[src/rtl/video_pkg.sv]
// Shared definitions for the character video path: fetch FSM states and
// the fixed geometry of a character cell.
package video_pkg;

  localparam int              ADDR_W            = 14;
  localparam int              PIXELS_PER_CHAR   = 8;
  localparam logic [13:0]     DEFAULT_VROM_BASE = 14'h2000;

  // ST_DROP is the single request-free cycle after an abandoned fetch.
  typedef enum logic [2:0] {
    ST_IDLE = 3'd0,
    ST_RAM  = 3'd1,
    ST_ROM  = 3'd2,
    ST_DONE = 3'd3,
    ST_DROP = 3'd4
  } fetch_state_t;

endpackage

[src/rtl/char_shifter.sv]
// Parallel-load pixel shifter with one reverse-video flag per character.
// Character 0 occupies the MSBs of both load vectors.
module char_shifter
  import video_pkg::*;
#(
  parameter int CHARS = 2
) (
  input  logic                             clk_i,
  input  logic                             rst_i,
  input  logic                             load_i,
  input  logic                             shift_i,
  input  logic [CHARS*PIXELS_PER_CHAR-1:0] pix_i,
  input  logic [CHARS-1:0]                 rev_i,
  output logic                             video_o
);

  localparam int NBITS = CHARS * PIXELS_PER_CHAR;
  localparam int BW    = $clog2(PIXELS_PER_CHAR);
  localparam logic [BW-1:0] BIT_LAST = BW'(PIXELS_PER_CHAR - 1);

  logic [NBITS-1:0] shift_q, shift_d;
  logic [CHARS-1:0] rev_q, rev_d;
  logic [BW-1:0]    bit_q, bit_d;
  logic             video_q, video_d;

  // Rev flags shift once per character, so an exhausted register reads all zeros.
  always_comb begin
    shift_d = shift_q;
    rev_d   = rev_q;
    bit_d   = bit_q;
    if (load_i) begin
      shift_d = pix_i;
      rev_d   = rev_i;
      bit_d   = {BW{1'b0}};
    end else if (shift_i) begin
      shift_d = shift_q << 1'b1;
      bit_d   = bit_q + BW'(1'b1);
      if (bit_q == BIT_LAST) begin
        rev_d = rev_q << 1'b1;
      end else begin
        rev_d = rev_q;
      end
    end else begin
      shift_d = shift_q;
    end
    video_d = shift_q[NBITS-1] ^ rev_q[CHARS-1];
  end

  // Shifter state and registered pixel output.
  always_ff @(posedge clk_i or posedge rst_i) begin
    if (rst_i) begin
      shift_q <= {NBITS{1'b0}};
      rev_q   <= {CHARS{1'b0}};
      bit_q   <= {BW{1'b0}};
      video_q <= 1'b0;
    end else begin
      shift_q <= shift_d;
      rev_q   <= rev_d;
      bit_q   <= bit_d;
      video_q <= video_d;
    end
  end

  assign video_o = video_q;

endmodule

[src/rtl/char_fetch_gen.sv]
// Character fetch and dot generator: fetches codes and glyph rows per character
// period and shifts them out one period later. Optional cursor: CHAR_FETCH_CURSOR_EN.
module char_fetch_gen
  import video_pkg::*;
#(
  parameter int                CHARS     = 2,
  parameter int                ROM_ROWS  = 8,
  parameter logic [ADDR_W-1:0] VROM_BASE = DEFAULT_VROM_BASE
) (
  input  logic              clk16_i,
  input  logic              reset_i,
  input  logic              cclk_en_i,
  input  logic              pixel_en_i,
  input  logic [ADDR_W-1:0] ma_i,
  input  logic [4:0]        ra_i,
  input  logic              de_i,
  input  logic              gfx_i,
`ifdef CHAR_FETCH_CURSOR_EN
  input  logic              cursor_i,
`endif
  output logic              req_o,
  output logic [ADDR_W-1:0] addr_o,
  input  logic              ack_i,
  input  logic [7:0]        data_i,
  output logic              video_o,
  output logic              underrun_o
);

  localparam int IW    = (CHARS > 1) ? $clog2(CHARS) : 1;
  localparam int RW    = $clog2(ROM_ROWS);
  localparam int NBITS = CHARS * PIXELS_PER_CHAR;
  localparam logic [IW-1:0]     LAST_IDX = IW'(CHARS - 1);
  localparam logic [ADDR_W-1:0] CHARS_A  = ADDR_W'(CHARS);
  localparam logic [4:0]        RA_ROWS  = 5'(ROM_ROWS);

  fetch_state_t            state_q, state_d;
  logic [IW-1:0]           idx_q, idx_d;
  logic [ADDR_W-1:0]       ma_q, ma_d;
  logic [4:0]              ra_q, ra_d;
  logic                    de_q, de_d;
  logic                    gfx_q, gfx_d;
  logic [CHARS-1:0][7:0]   code_q, code_d;
  logic [CHARS-1:0][7:0]   glyph_q, glyph_d;
  logic                    req_q, req_d;
  logic [ADDR_W-1:0]       addr_q, addr_d;
  logic                    und_q, und_d;
  logic                    load_s, load_blank_s, blank_s;
  logic [NBITS-1:0]        load_pix_s;
  logic [CHARS-1:0]        load_rev_s;
`ifdef CHAR_FETCH_CURSOR_EN
  logic                    cur_q, cur_d;
`endif

  assign blank_s = !de_q || (ra_q >= RA_ROWS);

  // Fetch FSM; a new period always wins over a same-cycle acknowledge.
  always_comb begin
    state_d      = state_q;
    idx_d        = idx_q;
    ma_d         = ma_q;
    ra_d         = ra_q;
    de_d         = de_q;
    gfx_d        = gfx_q;
    code_d       = code_q;
    glyph_d      = glyph_q;
    und_d        = und_q;
    load_s       = 1'b0;
    load_blank_s = 1'b1;
`ifdef CHAR_FETCH_CURSOR_EN
    cur_d        = cur_q;
`endif
    if (cclk_en_i) begin
      ma_d   = ma_i;
      ra_d   = ra_i;
      de_d   = de_i;
      gfx_d  = gfx_i;
      idx_d  = {IW{1'b0}};
      load_s = 1'b1;
`ifdef CHAR_FETCH_CURSOR_EN
      cur_d  = cursor_i;
`endif
      case (state_q)
        ST_RAM, ST_ROM: begin
          und_d        = 1'b1;
          state_d      = ST_DROP;
          load_blank_s = 1'b1;
        end
        ST_DONE: begin
          state_d      = ST_RAM;
          load_blank_s = blank_s;
        end
        default: begin
          state_d      = ST_RAM;
          load_blank_s = 1'b1;
        end
      endcase
    end else begin
      case (state_q)
        ST_RAM: begin
          if (ack_i) begin
            code_d[idx_q] = data_i;
            state_d       = ST_ROM;
          end else begin
            state_d = ST_RAM;
          end
        end
        ST_ROM: begin
          if (ack_i) begin
            glyph_d[idx_q] = data_i;
            if (idx_q == LAST_IDX) begin
              state_d = ST_DONE;
            end else begin
              idx_d   = idx_q + IW'(1'b1);
              state_d = ST_RAM;
            end
          end else begin
            state_d = ST_ROM;
          end
        end
        ST_DROP: state_d = ST_RAM;
        default: state_d = state_q;
      endcase
    end

    req_d = (state_d == ST_RAM) || (state_d == ST_ROM);
    case (state_d)
      ST_RAM:  addr_d = ma_d * CHARS_A + ADDR_W'(idx_d);
      ST_ROM:  addr_d = VROM_BASE | {{(ADDR_W-8-RW){1'b0}}, gfx_d,
                                     code_d[idx_d][6:0], ra_d[RW-1:0]};
      default: addr_d = {ADDR_W{1'b0}};
    endcase
  end

  // Shift-register load image from the completed buffers.
  always_comb begin
    load_pix_s = {NBITS{1'b0}};
    load_rev_s = {CHARS{1'b0}};
    for (int c = 0; c < CHARS; c++) begin
      load_pix_s[NBITS-1-PIXELS_PER_CHAR*c -: PIXELS_PER_CHAR] = glyph_q[c];
      load_rev_s[CHARS-1-c] = code_q[c][7];
    end
`ifdef CHAR_FETCH_CURSOR_EN
    load_rev_s[CHARS-1] = load_rev_s[CHARS-1] ^ cur_q;
`endif
    if (load_blank_s) begin
      load_pix_s = {NBITS{1'b0}};
      load_rev_s = {CHARS{1'b0}};
    end else begin
      load_rev_s = load_rev_s;
    end
  end

  // Fetch state, latched CRTC values, buffers and bus outputs.
  always_ff @(posedge clk16_i or posedge reset_i) begin
    if (reset_i) begin
      state_q <= ST_IDLE;
      idx_q   <= {IW{1'b0}};
      ma_q    <= {ADDR_W{1'b0}};
      ra_q    <= 5'd0;
      de_q    <= 1'b0;
      gfx_q   <= 1'b0;
      code_q  <= {CHARS{8'h00}};
      glyph_q <= {CHARS{8'h00}};
      req_q   <= 1'b0;
      addr_q  <= {ADDR_W{1'b0}};
      und_q   <= 1'b0;
`ifdef CHAR_FETCH_CURSOR_EN
      cur_q   <= 1'b0;
`endif
    end else begin
      state_q <= state_d;
      idx_q   <= idx_d;
      ma_q    <= ma_d;
      ra_q    <= ra_d;
      de_q    <= de_d;
      gfx_q   <= gfx_d;
      code_q  <= code_d;
      glyph_q <= glyph_d;
      req_q   <= req_d;
      addr_q  <= addr_d;
      und_q   <= und_d;
`ifdef CHAR_FETCH_CURSOR_EN
      cur_q   <= cur_d;
`endif
    end
  end

  char_shifter #(.CHARS(CHARS)) u_shifter (
    .clk_i   (clk16_i),
    .rst_i   (reset_i),
    .load_i  (load_s),
    .shift_i (pixel_en_i),
    .pix_i   (load_pix_s),
    .rev_i   (load_rev_s),
    .video_o (video_o)
  );

  assign req_o      = req_q;
  assign addr_o     = addr_q;
  assign underrun_o = und_q;

endmodule
[config.mk]
export PLATFORM = sky130hd
export DESIGN_NAME = char_fetch_gen
export DESIGN_NICKNAME = d
export VERILOG_FILES = /design/src/rtl/video_pkg.sv /design/src/rtl/char_shifter.sv /design/src/rtl/char_fetch_gen.sv
export SDC_FILE = /design/constraint.sdc
export NUM_CORES = 1
export LEC_CHECK = 0
export ABC_AREA = 1
export BUFFER_PORTS_ARGS = -buffer_cell sky130_fd_sc_hd__clkbuf_2
export CAP_MARGIN = 20
export CORE_MARGIN = 4
export CORE_UTILIZATION = 35
export DETAILED_ROUTE_END_ITERATION = 8
export PLACE_DENSITY = 0.57
export SETUP_SLACK_MARGIN = 0.1
export SLEW_MARGIN = 20
export SYNTH_ARGS = -nofsm -noshare
export SYNTH_HDL_FRONTEND = slang
export SYNTH_SLANG_ARGS = --single-unit
[constraint.sdc]
create_clock -name clk16_i -period 2.8 [get_ports clk16_i]
set_input_delay 0.28 -clock clk16_i [delete_from_list [all_inputs] [get_ports clk16_i]]
set_output_delay 0.28 -clock clk16_i [all_outputs]
set_load 0.03 [all_outputs]
=== Word level (Yosys, flattened, before mapping) ===
Index checks and enable logic that the tools add are counted.

* Register bits after elaboration: 94
* Logic and storage cells: 79
* Input port bits: 34
* Output and inout bits: 17

* $add $sub $neg: 3
* Order comparisons: 4
* Bitwise logic cells: 2
* Reduce and logical (&&, ||, !) cells: 10
* Eq/ne operators: 7
* Mux-type cells: 35

{| class="wikitable"
|+ Operator list
! operator !! count
|-
| $mux 16 || 6
|-
| $bwmux 16 || 2
|-
| $pmux 14 s2 || 1
|-
| $mux 3 || 6
|-
| $add 14x1->14 || 1
|-
| $mux 7 || 2
|-
| $mux 13 || 1
|-
| $mux 2 || 6
|-
| $eq 3x2->1 const B || 3
|-
| $pmux 3 s3 || 1
|-
| $demux 8 s1 || 1
|-
| $mux 1 || 8
|-
| $mux 8 || 1
|-
| $eq 3x1->1 const B || 2
|-
| $eq 3x3->1 const B || 2
|-
| $ge 5x4->1 const B || 1
|-
| $lt 1x2->1 const B || 2
|-
| $reduce_and 2->1 || 2
|-
| $reduce_bool 2->1 || 2
|-
| $add 3x1->3 const B || 1
|-
| $reduce_and 3->1 || 1
|-
| $logic_or 1x1->1 || 2
|-
| $reduce_or 2->1 || 1
|-
| $add 1x1->1 const B || 1
|-
| 5 further kinds || 5
|}

=== Logic depth before layout (Yosys ltp) ===
* Depth after elaboration: 11
* Gate-level depth with buffers: 10
* Depth with buffers taken out: 9

=== By module ===
Synthesis repeated with hierarchy kept, for this count alone.

* Cells, all modules: 512
* Area total of the unflattened synthesis: 4,395.5 um2

{| class="wikitable"
|+ By module, submodules not included
! module !! seq. area each (um2) !! area an instance (um2) !! cells each !! times used
|-
| char_fetch_gen || 1,801.7 || 3,310.7 || 394 || 1
|-
| char_shifter || 550.5 || 1,084.8 || 118 || 1
|}

=== Worst setup path before layout ===
OpenSTA, ideal clock, no wires.

* Path kind: register to register
* Start point: register state_q[1]
* End point: register addr_q[1] (netlist: addr_o[1])
* Period minus slack after synthesis: 1,382 ps
* Buffers on the path: 1
* Path slack: 1,418 ps
* Library setup time: 66 ps
* Cell stages (with the launch flop): 11
* Arrival time: 1,317 ps
* Required time: 2,734 ps
* Cells stage by stage: dfrtp_1 > inv_2 > nand2_1 > nor2_4 > nand2_1 > nand3_1 > nand2_2 > inv_2 > buf_4 > nand3_1 > nand2_1

* Elaborated cells between the ends (all ways): 13
* Those cells by class: add/sub: 1; eq/ne: 5; mux: 6; reduce/logical: 1

{| class="wikitable"
|+ RTL lines
! element !! RTL line !! text
|-
| from (decl) || char_fetch_gen.sv:36 || <nowiki>fetch_state_t state_q, state_d;</nowiki>
|-
| from (signal assigned) || char_fetch_gen.sv:171 || <nowiki>state_q <= state_d;</nowiki>
|-
| $eq 3x3->1 (tied with other cells) || char_fetch_gen.sv:98 || <nowiki>case (state_q)</nowiki>
|-
| $pmux 3 s3 (*) || char_fetch_gen.sv:98 ||
|-
| $mux 3 (*) || char_fetch_gen.sv:72 || <nowiki>if (cclk_en_i) begin</nowiki>
|-
| via state_d[1] || char_fetch_gen.sv:36 ||
|-
| $eq 3x2->1 or $eq 3x1->1 (tied branches) || char_fetch_gen.sv:126 || <nowiki>case (state_d)</nowiki>
|-
| $pmux 14 s2 (*) || char_fetch_gen.sv:126 ||
|-
| via addr_d[1] || char_fetch_gen.sv:45 || <nowiki>logic [ADDR_W-1:0] addr_q, addr_d;</nowiki>
|-
| to (signal assigned) || char_fetch_gen.sv:165 || <nowiki>addr_q <= {ADDR_W{1'b0}};</nowiki>
|-
| to (signal assigned) || char_fetch_gen.sv:180 || <nowiki>addr_q <= addr_d;</nowiki>
|-
| to (decl) || char_fetch_gen.sv:45 ||
|}

Mark *: on every way through the listed nets, which the timed path passes. The rest lies on a longest branch.
A chain may end at the register's enable or synchronous reset.

=== Final worst setup path ===
* Start point: register state_q[1]
* End point: register addr_q[2] (netlist: addr_o[2])

* Longest elaborated chain between the ends: 6
* Elaborated cells between the ends (all ways): 13
* Those cells by class: add/sub: 1; eq/ne: 5; mux: 6; reduce/logical: 1

{| class="wikitable"
|+ Ends and longest elaborated chain
! element !! RTL line
|-
| parallel branches: the longest is 5 deep, another holds $add 14x1->14 || --
|-
| $pmux 14 s2 (*) || char_fetch_gen.sv:126
|-
| via addr_d[2] || char_fetch_gen.sv:45
|}

Mark *: on every way through the listed nets, which the timed path passes.

==> impl_metrics.tcl <==
set metrics [dict create \
    regToRegSetupSlack_ns 1.01 \
    dpl_cell_area_um2 4464 \
    drc 0 \
    finalSetupViolations 0 \
    cts_htree_levels 3 \
    drt-vias-per-instance 4.767 \
    wl_mm 9.157 \
    share_comb_of_total_power_pct 28.0 \
    cts_max_path_buffers 2 \
    die_y_um 116.0 \
    grt_first_pass_wirelength_mm 15.35 \
    utilization_pct 41.50 \
    max_clock_freq_mhz 557.6 \
    outcome "finished clean" \
    coreArea_um2 11420 \
    end_kind "register" \
    regArea_um2 2352 \
    routedWlPerCell_um 13.83 \
    min_path_type "in -> async" \
    netlist_area_um2 4080 \
    critPathTopFamily "simple AND/OR/NAND/NOR gates" \
    antenna_found_initial 0 \
    synth_fp_nets 503 \
    clkTransAtPathRegs_ns 0.07 \
    critical_path.max_stage_delay_ns 0.46 \
    cts_hold_buf 0 \
    synthFlopType "dfrtp_1" \
    nets 550 \
    relSlewSlack_pct 45.26 \
    seq_area_frac_synth_pct 57.65 \
    multi_input_area_um2 1481 \
    vias 3156 \
    cp_cell_sequence "inv_2, nand2_1, nor2_4, nand2_1, nand3_1, nand2_2, inv_2, nand3_1, nand2_1" \
    cp.required_ns 3.07 \
    cts_tree "built" \
    pwr-share-clk_pct 27.6 \
    synthTopCellsByCount "nand2_1 (159), dfrtp_1 (94), inv_1 (35)" \
    finalSetupTns_ns 0 \
    initial_utilization_pct 35.73 \
    yosysTopAreaCell "dfrtp_1" \
    design_area_um2 4738 \
    ys_ff_latch 94 \
    avgSynthCellArea_um2 8.737 \
    path_class "reg -> reg" \
    die_w_um 116.0 \
    p_leak_nw 2.443 \
    post_cts_buffers 0 \
    p_seq_share_pct 44.4 \
    period_minus_slack_ns 1.794 \
    hold_violations 0 \
    syn-instance-count 467 \
    max-cap-violations 0 \
    power_mw 4.046 \
    fillCellCount 1165 \
    crit_slowest_cell "dfrtp_1" \
    overflow 0 \
    first_global_vias 3116 \
    synth_area_leaders "dfrtp_1 (58%), nand2_1 (15%), nand3_1 (3.9%)" \
    crit_top_cell "nand2_1" \
    p_switching_mw 1.439 \
    drive_above_1_share_pct 17.15 \
    dp_hpwl_mm 6.381 \
    finalCritPeriodShare_pct 64.05 \
    synth_top_cell_area_share_pct 57.65 \
    clock-root-buffer "clkbuf_16" \
    synth_enable_flop_cells 0 \
    dr.pass1.iters 4 \
    die_area_um2 13450 \
    cp-start-kind "register" \
    p_int_mw 2.607 \
    worst_pin_slew_ns 0.8194 \
    critical_path_buf_inv_count 2 \
    portBuffers 49 \
    path_max_fanout 14 \
    area_growth_pct 16.13 \
    timing.rr.start "state_q[1]" \
    reg2regPathDepth 9 \
    fin_hold_ws_ns 0.07581 \
    cp.arrival_ns 2.07 \
    rr_endpoint "addr_o[2]" \
    grt_usage_pct 14.64 \
    row_count 39 \
    cts_resized 0 \
    power-per-cell-area_nw_per_um2 853.9 \
    grt_start_max_net_pins 40 \
    async_flop_share_pct 100.0 \
    final_max_slew_viol_count 0 \
    numCtsBuffers 9 \
    clock_skew_ns 0.003038 \
    yosysMostFrequentCell "nand2_1" \
    ir_drop_mv 0.3142 \
    synth.distinct_cells 29 \
    gp_congestion 0.7993 \
    diodes 0 \
    cts_sinks 94 \
    p_sw_share_pct 35.57 \
    drtAntennaViolNets 0 \
    yosys_warnings 0 \
    rsz0062_at_grt "no" \
    io_pins 51 \
    clkLatencyLatePin_ns 0.33 \
    detail_route.iter0.violations 207 \
]
## power groups by stage
stage	sequential [mW]	clock (mW)	combinational [mW]
2_1_floorplan	1.97	0	0.673
3_3_place_gp	1.81	0	1.13
3_5_place_dp	1.82	0	1.14
4_1_cts	1.80	1.15	1.15
5_1_grt	1.83	1.21	1.28
6_report	1.80	1.12	1.13
## stage by stage
| step | setup WS (ns) | instances |
|---|---|---|
| floorplan | 1.414 | 467 |
| global placement | 0.8123 | 646 |
| detailed placement | 0.7877 | 646 |
| CTS | 0.9740 | 662 |
| global route | 0.8088 | 662 |
| finish | 1.006 | 662 |
## final cells by class
type	count	share of cell area (%)
clock buffers	9	4.753
clock inverters	7	1.030
inverters	40	3.301
multi-input cells	315	31.26
flip-flops and latches	94	49.64
well taps	143	3.776
repair buffers	54	6.232
## per-layer routing
metal / vias to the layer above / part of all wire [%] / global-route usage (%)
met5: - / 0 / 0
met4: 0 / 0.99 / 4.640
met3: 5 / 2.7 / 3.185
met2: 34 / 50 / 23.55
met1: 1515 / 47 / 19.82
li1: 1602 / - / -
## kinds of logic (layout without fill, tap and decap cells)
kind of cell	Yosys count	in the layout	synth area share (%)
AND/OR/NAND/NOR	262	262	28.73
flip-flops	94	94	57.65
XOR/XNOR	1	1	0.2147
AO/OA/AOI/OAI	50	50	6.746
buffers and inverters	58	110	6.041
adder cells (fa/ha/maj)	2	2	0.6132
## how the worst max path moves through the flow
stage                     from  slack [ns]  depth (start not counted)          to
floorplan              reset_i        1.41                          1   addr_o[0]
global placement     cclk_en_i        0.81                          9   addr_o[6]
detailed placement   cclk_en_i        0.79                          9   addr_o[6]
CTS                 state_q[1]        0.97                          9   addr_o[2]
global route        state_q[1]        0.81                          9  addr_o[10]
finish              state_q[1]        1.01                          9   addr_o[2]
## layout by cell type, fill, tap and decap left out, drive strengths merged
cell type	netlist	layout
o21bai	1	1
nor2	26	26
buf	10	5
or2	2	2
nand3	34	34
nand4	22	22
clkinvlp	0	2
clkinv	0	4
a22oi	1	1
o21ai	29	29
a31oi	9	9
and2	15	15
inv	40	41
clkbuf	8	58
xor2	1	1
dfrtp	94	94
nand2	162	162
ha	2	2
nor3	1	1
a32o	1	1
a21oi	9	9
## worst reg2reg max path, stage by stage, from the launching register on
cell	delay, ns
dfrtp_1	0.46
inv_2	0.09
nand2_1	0.08
nor2_4	0.23
nand2_1	0.08
nand3_1	0.10
nand2_2	0.19
inv_2	0.27
nand3_1	0.13
nand2_1	0.10
## registers in the layout, summed over array words and instances (netlist names)
register	flops
u_shifter.video_o	1
ma_q	13
code_q	16
req_o	1
underrun_o	1
addr_o	14
u_shifter.rev_q	2
gfx_q	1
ra_q	5
idx_q	1
state_q	3
de_q	1
glyph_q	16
u_shifter.shift_q	16
u_shifter.bit_q	3
No activity file was read; power rests on OpenSTA's default activity.
